===== config.mk =====
export PLATFORM = sky130hd
export DESIGN_NAME = pipelined_rca_flat
export DESIGN_NICKNAME = d
export VERILOG_FILES = /design/src/rtl/pipelined_rca_pkg.sv /design/src/rtl/pipelined_rca_if.sv /design/src/rtl/pipelined_rca_chunk.sv /design/src/rtl/pipelined_rca.sv /design/src/flat_wrapper.sv
export SDC_FILE = /design/constraint.sdc
export NUM_CORES = 1
export LEC_CHECK = 0
export CORE_MARGIN = 3
export CORE_UTILIZATION = 46
export CTS_BUF_LIST = sky130_fd_sc_hd__clkbuf_8
export DETAILED_ROUTE_END_ITERATION = 8
export PLACE_DENSITY = 0.88
export SETUP_SLACK_MARGIN = 0.2
export SLEW_MARGIN = 0
export SYNTH_ARGS = -nofsm -noshare
export SYNTH_HDL_FRONTEND = slang
export SYNTH_SLANG_ARGS = --single-unit

===== constraint.sdc =====
create_clock -name clk -period 2.7 [get_ports clk]
set_input_delay 0.54 -clock clk [delete_from_list [all_inputs] [get_ports clk]]
set_output_delay 0.54 -clock clk [all_outputs]
set_load 0.01 [all_outputs]

===== src/rtl/pipelined_rca_pkg.sv =====
// rtl/pipelined_rca_pkg.sv - shared mode encoding and chunk-width helper for the pipelined adder
package pipelined_rca_pkg;

    typedef enum logic {
        MODE_ADD = 1'b0,
        MODE_SUB = 1'b1
    } op_mode_e;

    function automatic int chunk_width(input int n, input int stages);
        return n / stages;
    endfunction

endpackage


===== src/rtl/pipelined_rca_if.sv =====
// rtl/pipelined_rca_if.sv - operand/result handshake bundle for the pipelined adder
interface pipelined_rca_if #(
    parameter int N = 8
) ();
    logic         in_valid;
    logic         in_ready;
    logic [N-1:0] a;
    logic [N-1:0] b;
    logic         carry_in;
    logic         sub;
    logic         out_valid;
    logic         out_ready;
    logic [N-1:0] sum;
    logic         carry_out;
    logic         overflow;

    modport master (
        output in_valid, a, b, carry_in, sub, out_ready,
        input  in_ready, out_valid, sum, carry_out, overflow
    );

    modport slave (
        input  in_valid, a, b, carry_in, sub, out_ready,
        output in_ready, out_valid, sum, carry_out, overflow
    );
endinterface


===== src/rtl/pipelined_rca_chunk.sv =====
// rtl/pipelined_rca_chunk.sv - combinational W-bit ripple-carry chunk
module rca_chunk #(
    parameter int W = 4
) (
    input  logic [W-1:0] a,
    input  logic [W-1:0] b,
    input  logic         cin,
    output logic [W-1:0] sum,
    output logic         cout,
    output logic         c_msb_in
);
    logic carry;

    // c_msb_in is the carry entering the top bit, needed for signed overflow.
    always_comb begin
        carry    = cin;
        sum      = '0;
        c_msb_in = 1'b0;
        for (int i = 0; i < W; i++) begin
            if (i == W - 1) c_msb_in = carry;
            sum[i] = a[i] ^ b[i] ^ carry;
            carry  = (a[i] & b[i]) | (carry & (a[i] ^ b[i]));
        end
        cout = carry;
    end
endmodule


===== src/rtl/pipelined_rca.sv =====
// rtl/pipelined_rca.sv - N-bit add/sub split into STAGES registered ripple chunks
module pipelined_rca
    import pipelined_rca_pkg::*;
#(
    parameter int N      = 8,
    parameter int STAGES = 2
) (
    input  logic          clk,
    input  logic          rst,
    pipelined_rca_if.slave bus
);
    localparam int W   = chunk_width(N, STAGES);
    localparam int OPS = (STAGES > 1) ? STAGES - 1 : 1;

    generate
        if (N % STAGES != 0) begin : g_bad_split
            $error("pipelined_rca: N must be a multiple of STAGES");
        end
    endgenerate

    logic         stall;
    logic [N-1:0] b_eff;
    logic         cin_eff;

    logic         valid_q [STAGES];
    logic         carry_q [STAGES];
    logic [N-1:0] res_q   [STAGES];
    logic         ovf_q;
    logic [N-1:0] opa_q   [OPS];
    logic [N-1:0] opb_q   [OPS];

    logic [W-1:0] ch_a    [STAGES];
    logic [W-1:0] ch_b    [STAGES];
    logic [W-1:0] ch_sum  [STAGES];
    logic         ch_cin  [STAGES];
    logic         ch_cout [STAGES];
    logic         ch_cmsb [STAGES];

    assign stall        = valid_q[STAGES-1] && !bus.out_ready;
    assign bus.in_ready = !stall;
    assign b_eff        = (bus.sub == MODE_SUB) ? ~bus.b : bus.b;
    assign cin_eff      = (bus.sub == MODE_SUB) ? 1'b1 : bus.carry_in;

    // Chunk 0 reads the live operands; later chunks read operands carried down the pipe.
    generate
        for (genvar k = 0; k < STAGES; k++) begin : g_chunk
            if (k == 0) begin : g_first
                assign ch_a[k]   = bus.a[W-1:0];
                assign ch_b[k]   = b_eff[W-1:0];
                assign ch_cin[k] = cin_eff;
            end else begin : g_rest
                assign ch_a[k]   = opa_q[k-1][k*W +: W];
                assign ch_b[k]   = opb_q[k-1][k*W +: W];
                assign ch_cin[k] = carry_q[k-1];
            end

            rca_chunk #(.W(W)) u_chunk (
                .a        (ch_a[k]),
                .b        (ch_b[k]),
                .cin      (ch_cin[k]),
                .sum      (ch_sum[k]),
                .cout     (ch_cout[k]),
                .c_msb_in (ch_cmsb[k])
            );
        end
    endgenerate

    always_ff @(posedge clk) begin
        if (rst) begin
            for (int k = 0; k < STAGES; k++) begin
                valid_q[k] <= 1'b0;
                carry_q[k] <= 1'b0;
                res_q[k]   <= '0;
            end
            for (int k = 0; k < OPS; k++) begin
                opa_q[k] <= '0;
                opb_q[k] <= '0;
            end
            ovf_q <= 1'b0;
        end else if (!stall) begin
            valid_q[0] <= bus.in_valid;
            carry_q[0] <= ch_cout[0];
            res_q[0]   <= N'(ch_sum[0]);
            for (int k = 1; k < STAGES; k++) begin
                valid_q[k]             <= valid_q[k-1];
                carry_q[k]             <= ch_cout[k];
                res_q[k]               <= res_q[k-1];
                res_q[k][k*W +: W]     <= ch_sum[k];
            end
            if (STAGES > 1) begin
                opa_q[0] <= bus.a;
                opb_q[0] <= b_eff;
            end
            for (int k = 1; k < OPS; k++) begin
                opa_q[k] <= opa_q[k-1];
                opb_q[k] <= opb_q[k-1];
            end
            ovf_q <= ch_cmsb[STAGES-1] ^ ch_cout[STAGES-1];
        end
    end

    assign bus.out_valid = valid_q[STAGES-1];
    assign bus.sum       = res_q[STAGES-1];
    assign bus.carry_out = carry_q[STAGES-1];
    assign bus.overflow  = ovf_q;
endmodule


===== src/flat_wrapper.sv =====
// flat-port wrapper written by rule: the top's interface ports become plain ports
module pipelined_rca_flat import pipelined_rca_pkg::*;
#(
    parameter int N      = 8,
    parameter int STAGES = 2
)
  (clk, rst, bus_in_valid, bus_a, bus_b, bus_carry_in, bus_sub, bus_out_ready, bus_in_ready, bus_out_valid, bus_sum, bus_carry_out, bus_overflow);
  pipelined_rca_if #(.N(N)) bus_i ();
  input  logic clk;
  input  logic rst;
  input wire logic [$bits(bus_i.in_valid)-1:0] bus_in_valid;
  input wire logic [$bits(bus_i.a)-1:0] bus_a;
  input wire logic [$bits(bus_i.b)-1:0] bus_b;
  input wire logic [$bits(bus_i.carry_in)-1:0] bus_carry_in;
  input wire logic [$bits(bus_i.sub)-1:0] bus_sub;
  input wire logic [$bits(bus_i.out_ready)-1:0] bus_out_ready;
  output wire logic [$bits(bus_i.in_ready)-1:0] bus_in_ready;
  output wire logic [$bits(bus_i.out_valid)-1:0] bus_out_valid;
  output wire logic [$bits(bus_i.sum)-1:0] bus_sum;
  output wire logic [$bits(bus_i.carry_out)-1:0] bus_carry_out;
  output wire logic [$bits(bus_i.overflow)-1:0] bus_overflow;
  assign bus_i.in_valid = bus_in_valid;
  assign bus_i.a = bus_a;
  assign bus_i.b = bus_b;
  assign bus_i.carry_in = bus_carry_in;
  assign bus_i.sub = bus_sub;
  assign bus_i.out_ready = bus_out_ready;
  assign bus_in_ready = bus_i.in_ready;
  assign bus_out_valid = bus_i.out_valid;
  assign bus_sum = bus_i.sum;
  assign bus_carry_out = bus_i.carry_out;
  assign bus_overflow = bus_i.overflow;
  pipelined_rca #(.N(N), .STAGES(STAGES)) u_core (.clk(clk), .rst(rst), .bus(bus_i));
endmodule

# --- After elaboration in Yosys (flattened, before gate mapping) ---
# Memories as Yosys holds them, arrays and structs flattened.
# Index checks and enable logic that the tools add are counted.
op_classes:
  add_sub_neg: 0
  n_mul: 0
  n_div: 0
  magnitude_cmp: 0
  eq_ne: 0
  shifts: 0
  muxes: 18
  n_bitwise: 49
  n_reduce_logical: 5
ops:
  columns: ["cell", "count"]
  rows:
  - ["8-bit two-way mux", 5]
  - ["1-bit bitwise XOR", 17]
  - ["1-bit bitwise AND", 16]
  - ["8-bit OR reduction", 2]
  - ["1-bit OR", 15]
  - ["1-bit two-way mux", 12]
  - ["8-bit inverter", 1]
  - ["4-bit two-way mux", 1]
  - ["1-bit zero test", 2]
  - ["1-bit logical AND", 1]
word_totals:
  ff_bits: 1
  latch_bits: 0
  mem_bits_rw: 36
  romBits: 0
  in_bits: 22
  output_inout_bits: 12
  word_cells: 78
  n_memories: 5
memory_table:
  columns: ["name", "words", "width", "rd", "rd_ports_with_merged_regs", "wr", "line", "text"]
  rows:
  - ["u_core.res_q", 2, 8, 2, 0, 2, "pipelined_rca.sv:27", "logic [N-1:0] res_q [STAGES];"]
  - ["u_core.opa_q", 1, 8, 1, 0, 1, "pipelined_rca.sv:29", "logic [N-1:0] opa_q [OPS];"]
  - ["u_core.opb_q", 1, 8, 1, 0, 1, "pipelined_rca.sv:30", "logic [N-1:0] opb_q [OPS];"]
  - ["u_core.carry_q", 2, 1, 2, 0, 2, "pipelined_rca.sv:26", "logic carry_q [STAGES];"]
  - ["u_core.valid_q", 2, 1, 2, 0, 2, "pipelined_rca.sv:25", "logic valid_q [STAGES];"]

# --- Longest topological paths before layout ---
# Gate-level depths: netlist of run 1.
logic_depth:
  depth_word: 12
  mapped_depth: 10
  ltp_nobuf: 9

# --- Modules after synthesis ---
# A second synthesis of run 1 with hierarchy kept.
hier_totals:
  hier_cells: 95
  hier_area_um2: 1406.3
by_module_without_submodules:
  columns: ["module", "instances", "cells_per_inst", "area_each_um2", "seq_area_each_um2"]
  rows:
  - ["pipelined_rca", 1, 71, 1186.1, 740.7]
  - ["rca_chunk", 2, 12, 110.1, 0.0]

# --- Worst setup path before layout of run 1 ---
# Ideal clock, no wire load.
synth_timing:
  path_type: "in2reg"
  start: "input port bus_sub"
  end: "memory u_core.res_q[0][3] (data pin)"
  setup_time_ns: 0.257
  arrival_time_ns: 2.437
  setup_slack_ns: 0.006
  stages: 10
  path_buffers: 1
  cell_sequence: "buf_2 > xnor2_1 > fa_1 > inv_1 > fa_1 > inv_1 > fa_1 > inv_1 > fa_1 > nor3b_1"
synth_rtl:
  columns: ["item", "line", "text"]
  rows:
  - ["start, declared", "flat_wrapper.sv:15", "input wire logic [$bits(bus_i.sub)-1:0] bus_sub;"]
  - ["end, declared", "pipelined_rca.sv:27", null]

==> impl_metrics.tcl, run 1 <==
set metrics [dict create \
    run_status "completed" \
    syn_to_final_growth_pct 29.5 \
    cts_root_buffer "clkbuf_8" \
    setup_viol 0 \
    start_util_pct 49.4 \
    clk_path_buf_depth 2 \
    syn_avg_cell_area_um2 15.2 \
    num_rows 19 \
    cp_cell_sequence "dlygate4sd2_1 > nor2_2 > fa_2 > inv_2 > fa_2 > inv_2 > fa_2 > inv_2 > fa_1 > nor3b_2" \
    switching_share_pct 23.5 \
    r2r-start "u_core.carry_q[0][0]" \
    critPathLaunchType "primary input" \
    ir_worst_vdd_mv 0.239 \
    grt_max_degree 27 \
    syn_nets 121 \
    synth_seq_cells 25 \
    p_per_area_nw_per_um2 512 \
    cts_made_buffers 3 \
    power_w 0.000919 \
    core_area_um2 2810 \
    nets 157 \
    max-slew-margin-rel_pct 74.4 \
    leakage_nw 0.691 \
    mostFrequentLayoutCells "clkdlybuf4s50_1 (28), edfxtp_1 (24), inv_1 (11), nor3b_2 (11), nor3_2 (9)" \
    cts_sinks 25 \
    grt_first_pass_wirelength_um 3780 \
    die_w_um 60.9 \
    combPwrFrac_pct 23.6 \
    ys_seq_area_share_pct 53.4 \
    pin_count 34 \
    clock.fmax_mhz 415 \
    yosysTopAreaCellShare_pct 52.0 \
    drv_cap 0 \
    yosysUniqueCellTypes 17 \
    overflow 0 \
    grt_pass1_vias 849 \
    cp_max_fo 1 \
    seqPwrFrac_pct 53.2 \
    dr_total_vias 788 \
    worst-r2r-setup-slack_ns 0.42 \
    syn_inst 91 \
    antenna_found_initial 0 \
    clk_pin_slew_ns 0.08 \
    p_sw_w 0.000216 \
    grt_setup_unrepaired "false" \
    htreeDepth 1 \
    place.port_buffers 33 \
    hold_path_depth 2 \
    post_cts_buffers 0 \
    yosys_warnings 0 \
    fin_skew_ns 0.00174 \
    place_congestion 0.770 \
    drtAntennaViolNets 0 \
    finalCritPeriodShare_pct 89.2 \
    synth_top_cell_by_area "edfxtp_1" \
    drtIter0Drc 24 \
    reg2reg_depth 8 \
    drt-pass1-iter-count 4 \
    slew_violations 0 \
    pwr-share-clk_pct 23.2 \
    worst_path_max_delay_cell "fa_1" \
    diodes 0 \
    hpwlAfterDp_um 1620 \
    syn-cell-area_um2 1390 \
    hold_class "register to register" \
    whs_endpoint "u_core.bus.overflow" \
    wl_per_cell_um 14.9 \
    cp.required_ns 2.71 \
    tightest_slew_ns 0.383 \
    layout_min_cycle_time_ns 2.41 \
    fin_hold_ws_ns 0.531 \
    wl_um 2330 \
    via_per_inst 5.02 \
    clkLatencyLatePin_ns 0.26 \
    layout_commonest_cell "clkdlybuf4s50_1" \
    cpPeakStageDelay_ns 0.40 \
    critPathKind "primary input to register" \
    n_fill_cell 215 \
    ctsHoldBuffers 0 \
    drive_gt1_share_pct 31.7 \
    drc_errors 0 \
    internal-power_w 0.000703 \
    die_h_um 60.9 \
    cp.arrival_ns 2.42 \
    cts_tree "done" \
    synth_area_leaders "edfxtp_1 (52%), fa_1 (12%), nor3b_2 (9.0%), nor3_2 (6.5%), xnor2_1 (3.8%)" \
    r2r_end "u_core.res_q[1][7]" \
    dieArea_um2 3710 \
    crit_path_end_kind "register" \
    worstHoldStart "u_core.bus.overflow" \
    grt_usage_pct 14.0 \
    report.final.hold_viol_count 0 \
]
metrics by stage:
| step | instance area, µm² | worst slack [ns] | cells | setup TNS, ns | util, % |
|---|---|---|---|---|---|
| floorplan | 1400 | 0.119 | 91 | 0 | - |
| global route | 1800 | 0.236 | 157 | 0 | 64.0 |
| finish | 1800 | 0.291 | 157 | 0 | 64.0 |
| CTS | 1790 | 0.231 | 157 | 0 | 63.9 |
| global placement | 1740 | -0.325 | 153 | -0.518 | 62.0 |
| detailed placement | 1740 | -0.437 | 153 | -0.738 | 62.0 |
synthesized netlist by cell type (all sizes together):
| master | count |
|---|---|
| nor3 | 9 |
| inv | 13 |
| dfxtp | 1 |
| nor2b | 1 |
| xnor2 | 6 |
| o31ai | 1 |
| edfxtp | 24 |
| fa | 8 |
| xor2 | 3 |
| nand4bb | 1 |
| nor3b | 15 |
| buf | 7 |
| nand2b | 1 |
| nor2 | 1 |
layer usage:
| layer | routed length, µm | GRT usage, % |
|---|---|---|
| met4 | 11 | 2.79 |
| met1 | 1020 | 17.9 |
| met3 | 116 | 2.55 |
| met5 | 0 | 0 |
| met2 | 1190 | 24.7 |
repair_timing:
action,in CTS,in global routing
resized for setup,18,1
pin swaps,5,5
setup endpoints to repair,2,1
logic make-up after synthesis:
kind of cell	after synthesis	share of synthesized area, %
simple gates	28	20.8
fa+ha+maj	8	11.6
buf+inv	20	8.03
flops	25	53.4
xor+xnor	9	5.69
compound gates	1	0.542
how the worst max path moves through the flow:
| stage | start | endpoint | slack [ns] | depth (start not counted) |
|---|---|---|---|---|
| after floorplan | bus_sub | u_core.res_q[0][3] | 0.12 | 10 |
| after global placement | bus_sub | u_core.res_q[0][3] | -0.32 | 10 |
| after detailed placement | bus_sub | u_core.res_q[0][3] | -0.44 | 10 |
| after CTS | bus_b[1] | u_core.res_q[0][3] | 0.23 | 8 |
| after global routing | bus_carry_in | u_core.res_q[0][3] | 0.24 | 10 |
| final | bus_carry_in | u_core.res_q[0][3] | 0.29 | 10 |
sequential cells by signal (all words and copies together) (netlist names):
signal               cells
u_core.res_q            12
u_core.opb_q             4
u_core.carry_q           2
u_core.valid_q           2
u_core.bus.overflow      1
u_core.opa_q             4
power groups by stage:
stage	clock network, W	registers, W	logic, W
5_1_grt	0.000234	0.000495	0.000239
2_1_floorplan	0	0.000508	0.000112
3_3_place_gp	0	0.000497	0.000206
3_5_place_dp	0	0.000499	0.000217
4_1_cts	0.000220	0.000490	0.000222
6_report	0.000213	0.000489	0.000217
area by class of cell:
type	count	area, µm²	share of cell area (%)
repair buffers	38	358	19.9
clock buffers	3	41.3	2.30
inverters	13	48.8	2.72
multi-input cells	46	564	31.4
well taps	31	38.8	2.16
clock inverters	1	3.75	0.209
flip-flops and latches	25	741	41.3
critical path: cells and delay by family:
| family | cells | cell delay [ns] |
|---|---|---|
| adders and majority gates | 4 | 1.29 |
| buffers and inverters | 4 | 0.38 |
| and+or+nand+nor | 2 | 0.21 |
No activity file was read; power rests on OpenSTA's default activity.
==> run 2: changes to the inputs <==
--- a/config.mk
+++ b/config.mk
@@ -10,5 +10,5 @@
 export CTS_BUF_LIST = sky130_fd_sc_hd__clkbuf_8
 export DETAILED_ROUTE_END_ITERATION = 8
-export PLACE_DENSITY = 0.88
+export PLACE_DENSITY = 0.79
 export SETUP_SLACK_MARGIN = 0.2
 export SLEW_MARGIN = 0
==> constraint.sdc (replaced) <==
create_clock -name clk -period 2.7 [get_ports clk]
set_input_delay 0.27 -clock clk [delete_from_list [all_inputs] [get_ports clk]]
set_output_delay 0.27 -clock clk [all_outputs]
set_load 0.01 [all_outputs]
==> impl_metrics.tcl, run 2 (synthesized netlist as in run 1, its figures left out) <==
set metrics [dict create \
    nets 157 \
    crit_buf_inv 5 \
    p_per_area_nw_per_um2 510 \
    hpwlAfterDp_um 1670 \
    cts_resized 1 \
    cts_made_buffers 3 \
    antenna_found_initial 0 \
    start_util_pct 49.4 \
    num_rows 19 \
    critPathLaunch "bus_a[0]" \
    path_depth 10 \
    post_cts_buffers 0 \
    tightest_slew_ns 0.429 \
    clk_pin_slew_ns 0.08 \
    run_status "completed" \
    hold_path_depth 2 \
    crit_end "u_core.res_q[0][3]" \
    syn_to_final_growth_pct 28.9 \
    report.final.hold_viol_count 0 \
    mostFrequentLayoutCells "clkdlybuf4s50_1 (31), edfxtp_1 (24), inv_1 (14)" \
    n_fill_cell 227 \
    finalCritPeriodShare_pct 87.9 \
    regMostFlops "u_core.res_q" \
    ctsHoldBuffers 0 \
    slew_violations 0 \
    worst_path_max_delay_cell "clkdlybuf4s50_1" \
    cp_cell_sequence "clkdlybuf4s50_1 > inv_1 > fa_2 > inv_1 > fa_1 > inv_1 > fa_1 > inv_1 > fa_1 > nor3b_1" \
    r2r-start "u_core.carry_q[0][0]" \
    largest_register_ffs 12 \
    layout_min_cycle_time_ns 2.37 \
    dieArea_um2 3710 \
    grt_pass1_vias 788 \
    die_h_um 60.9 \
    leakage_nw 0.691 \
    fin_skew_ns 0.00364 \
    grt_max_degree 27 \
    place_area_um2 1730 \
    largestRegisters "u_core.res_q x12, u_core.opa_q x4, u_core.opb_q x4" \
    crit_family "adder cells" \
    core_area_um2 2810 \
    tns_ns 0 \
    grt_first_pass_wirelength_um 3490 \
    clock.fmax_mhz 422 \
    place_congestion 0.726 \
    clk_path_buf_depth 2 \
    cp_max_fo 1 \
    setup_viol 0 \
    critPathKind "primary input to register" \
    placed_cells 153 \
    final_cells 157 \
    wl_per_cell_um 14.1 \
    cts_root_buffer "clkbuf_8" \
    grt_usage_pct 13.1 \
    r2r_end "u_core.res_q[1][7]" \
    wl_um 2210 \
    layout_commonest_cell "clkdlybuf4s50_1" \
    via_per_inst 5.00 \
    power_w 0.000912 \
    cts_sinks 25 \
    drive_gt1_share_pct 23.8 \
    grt_setup_unrepaired "false" \
    drt-pass1-iter-count 4 \
    drtIter0Drc 12 \
    diodes 0 \
    drtAntennaViolNets 0 \
    cts_tree "done" \
    crit_top_cell "inv_1" \
    reg2reg_depth 8 \
    dr_total_vias 785 \
    die_w_um 60.9 \
    place.port_buffers 33 \
    fin_area_um2 1790 \
    pin_count 34 \
    drc_errors 0 \
    htreeDepth 1 \
    cp.required_ns 2.71 \
    ir_worst_vdd_mv 0.216 \
    fin_util_pct 63.7 \
    drv_cap 0 \
    overflow 0 \
    cpPeakStageDelay_ns 0.45 \
    critPathLaunchType "primary input" \
    clkLatencyLatePin_ns 0.26 \
    crit_path_end_kind "register" \
    max-slew-margin-rel_pct 71.3 \
    hold_class "register to register" \
    cp.arrival_ns 2.38 \
    worst-r2r-setup-slack_ns 0.44 \
]
-- run 2: changes by cell type in the layout (fill, tap and decap cells not counted) --
cell,previous run,this run
buf_2,2,0
clkdlybuf4s50_1,28,31
dlygate4sd2_1,2,1
fa_1,5,7
fa_2,3,1
inv_1,11,14
inv_2,3,0
nor2_1,0,1
nor2_2,1,0
nor3b_1,4,5
nor3b_2,11,10
xor2_1,2,3
xor2_2,1,0
-- run 2: worst min path at each step --
stage	endpoint	slack, ns	from
floorplan	u_core.bus.overflow	0.48	bus_out_ready
global placement	u_core.bus.overflow	0.50	u_core.bus.overflow
detailed placement	u_core.bus.overflow	0.52	u_core.bus.overflow
CTS	u_core.bus.overflow	0.53	u_core.bus.overflow
global route	u_core.bus.overflow	0.56	u_core.bus.overflow
finish	u_core.bus.overflow	0.53	u_core.bus.overflow
-- run 2: routing by layer --
layer  global-route usage, %  vias to the layer above  part of all wire [%]  wire length (µm)
li1                        -                      375                     -                 -
met1                    15.4                      381                    42               928
met2                    23.5                       25                    52              1160
met3                    3.19                        4                   4.8               106
met4                    3.72                        0                  0.86                19
met5                       0                        -                     0                 0
-- run 2: metrics by stage --
| step | worst slack (ns) | hold WS [ns] |
|---|---|---|
| 2_1_floorplan | 0.276 | 0.476 |
| 3_3_place_gp | -0.0844 | 0.502 |
| 3_5_place_dp | -0.156 | 0.521 |
| 4_1_cts | 0.230 | 0.533 |
| 5_1_grt | 0.246 | 0.556 |
| 6_report | 0.328 | 0.528 |
-- run 2: where the power goes --
part | switching (W) | internal (W)
Combinational | 0.0000866 | 0.000122
Clock | 0.000112 | 0.000102
Sequential | 0.0000133 | 0.000476
Total | 0.000212 | 0.000700
-- run 2: area by class of cell --
cell class	count	area, µm²	area share [%]
Sequential cell	25	741	41.5
Multi-Input combinational cell	46	544	30.5
Timing Repair Buffer	38	369	20.7
Inverter	13	48.8	2.73
Clock buffer	3	41.3	2.31
Tap cell	31	38.8	2.17
Clock inverter	1	3.75	0.210
-- run 2: worst min-delay path, stage by stage (launching register included) --
cell,delay [ns]
dfxtp_1,0.32
nand4bb_1,0.09
o31ai_1,0.07
==> run 3: changes to the inputs <==
- PLACE_DENSITY: 0.79 -> 0.78
==> impl_metrics.tcl, run 3 (synthesized netlist as in run 1, its figures left out) <==
set metrics [dict create \
    run_status "completed" \
    layout_min_cycle_time_ns 2.42 \
    r2r_end "u_core.res_q[1][7]" \
    finalCritPeriodShare_pct 89.5 \
    hpwlAfterDp_um 1710 \
    worst_path_max_delay_cell "clkdlybuf4s50_1" \
    cts_sinks 25 \
    reg2reg_depth 8 \
    dr_total_vias 790 \
    pin_count 34 \
    worst-r2r-setup-slack_ns 0.42 \
    place.port_buffers 33 \
    mostFrequentLayoutCells "clkdlybuf4s50_1 (31), edfxtp_1 (24), inv_1 (13)" \
    setup_ws_ns 0.284 \
    ctsHoldBuffers 0 \
    grt_first_pass_wirelength_um 3570 \
    drv_cap 0 \
    crit_buf_inv 5 \
    clock.fmax_mhz 414 \
    ir_worst_vdd_mv 0.265 \
    place_ws_ns -0.172 \
    hold_path_depth 2 \
    critPathKind "primary input to register" \
    diodes 0 \
    fin_util_pct 64.3 \
    slew_violations 0 \
    crit_path_end_kind "register" \
    overflow 0 \
    hold_class "register to register" \
    cts_tree "done" \
    grt_setup_unrepaired "false" \
    layout_commonest_cell "clkdlybuf4s50_1" \
    tns_ns 0 \
    num_rows 19 \
    cp_cell_sequence "clkdlybuf4s50_1 > inv_1 > fa_1 > inv_1 > fa_1 > inv_1 > fa_1 > inv_1 > fa_1 > nor3b_1" \
    place_congestion 0.719 \
    cts_made_buffers 3 \
    nets 159 \
    report.final.hold_viol_count 0 \
    final_cells 159 \
    drc_errors 0 \
    leakage_nw 0.696 \
    syn_to_final_growth_pct 30.1 \
    crit_family "adder cells" \
    die_w_um 60.9 \
    grt_usage_pct 13.3 \
    drtIter0Drc 20 \
    p_per_area_nw_per_um2 512 \
    largest_register_ffs 12 \
    cpPeakStageDelay_ns 0.45 \
    critPathLaunch "bus_a[0]" \
    dieArea_um2 3710 \
    grt_max_degree 27 \
    r2r-start "u_core.opa_q[0][4]" \
    via_per_inst 4.97 \
    cp.required_ns 2.71 \
    worstHoldStart "u_core.bus.overflow" \
    core_area_um2 2810 \
    cts_root_buffer "clkbuf_8" \
    setup_viol 0 \
    grt_pass1_vias 859 \
    critPathLaunchType "primary input" \
    fin_skew_ns 0.00711 \
    clkLatencyLatePin_ns 0.27 \
    tightest_slew_ns 0.362 \
    drt-pass1-iter-count 2 \
    regMostFlops "u_core.res_q" \
    max-slew-margin-rel_pct 75.8 \
    post_cts_buffers 0 \
    antenna_found_initial 0 \
    drive_gt1_share_pct 25.0 \
    largestRegisters "u_core.res_q x12, u_core.opa_q x4, u_core.opb_q x4" \
    clk_pin_slew_ns 0.09 \
    cp.arrival_ns 2.43 \
    power_w 0.000923 \
    wl_um 2200 \
    clk_path_buf_depth 2 \
    drtAntennaViolNets 0 \
    whs_endpoint "u_core.bus.overflow" \
    die_h_um 60.9 \
    htreeDepth 1 \
    wl_per_cell_um 13.9 \
    placed_cells 155 \
    start_util_pct 49.4 \
    cp_max_fo 1 \
]
[run 3: worst register-to-register path: stages (launching register included)]
cell      delay, ns
edfxtp_1       0.38
inv_1          0.08
fa_1           0.15
inv_1          0.05
fa_1           0.37
fa_1           0.42
inv_1          0.10
fa_1           0.42
nor3_2         0.16
[run 3: metrics by stage]
stage | hold WS (ns) | cell area, µm²
2_1_floorplan | 0.476 | 1390
3_3_place_gp | 0.497 | 1750
3_5_place_dp | 0.505 | 1750
4_1_cts | 0.519 | 1790
5_1_grt | 0.531 | 1800
6_report | 0.519 | 1800
[run 3: timing repair]
action / in CTS / in global routing
gates cloned: 0 / 0
gates resized for setup: 1 / 2
setup endpoints to repair: 1 / 1
[run 3: cell type report]
| cell class | count | area, µm² |
|---|---|---|
| well taps | 31 | 38.8 |
| inverters | 13 | 48.8 |
| repair buffers | 40 | 384 |
| clock buffers | 3 | 41.3 |
| multi-input cells | 46 | 542 |
| fillers | 232 | 1000 |
| clock inverters | 1 | 7.51 |
| flip-flops and latches | 25 | 741 |
[run 3: worst max path at each step]
stage,end,slack [ns],depth (start not counted)
6_report,u_core.res_q[0][3],0.28,10
2_1_floorplan,u_core.res_q[0][3],0.28,10
3_5_place_dp,u_core.res_q[0][3],-0.17,10
5_1_grt,u_core.res_q[0][3],0.23,10
3_3_place_gp,u_core.res_q[0][3],-0.08,10
4_1_cts,u_core.res_q[0][3],0.23,10
[run 3: report_power, final]
part	internal (W)	switching (W)	leakage [nW]	total [W]
Combinational	0.000124	0.0000879	0.387	0.000212
Clock	0.000104	0.000117	0.0217	0.000222
Sequential	0.000476	0.0000137	0.287	0.000490
[run 3: per-layer routing]
layer	up-vias	GRT usage, %	wire, µm
li1	380	-	-
met1	383	15.6	885
met2	23	23.4	1180
met3	4	2.55	96
met4	0	6.19	38
met5	-	0	0
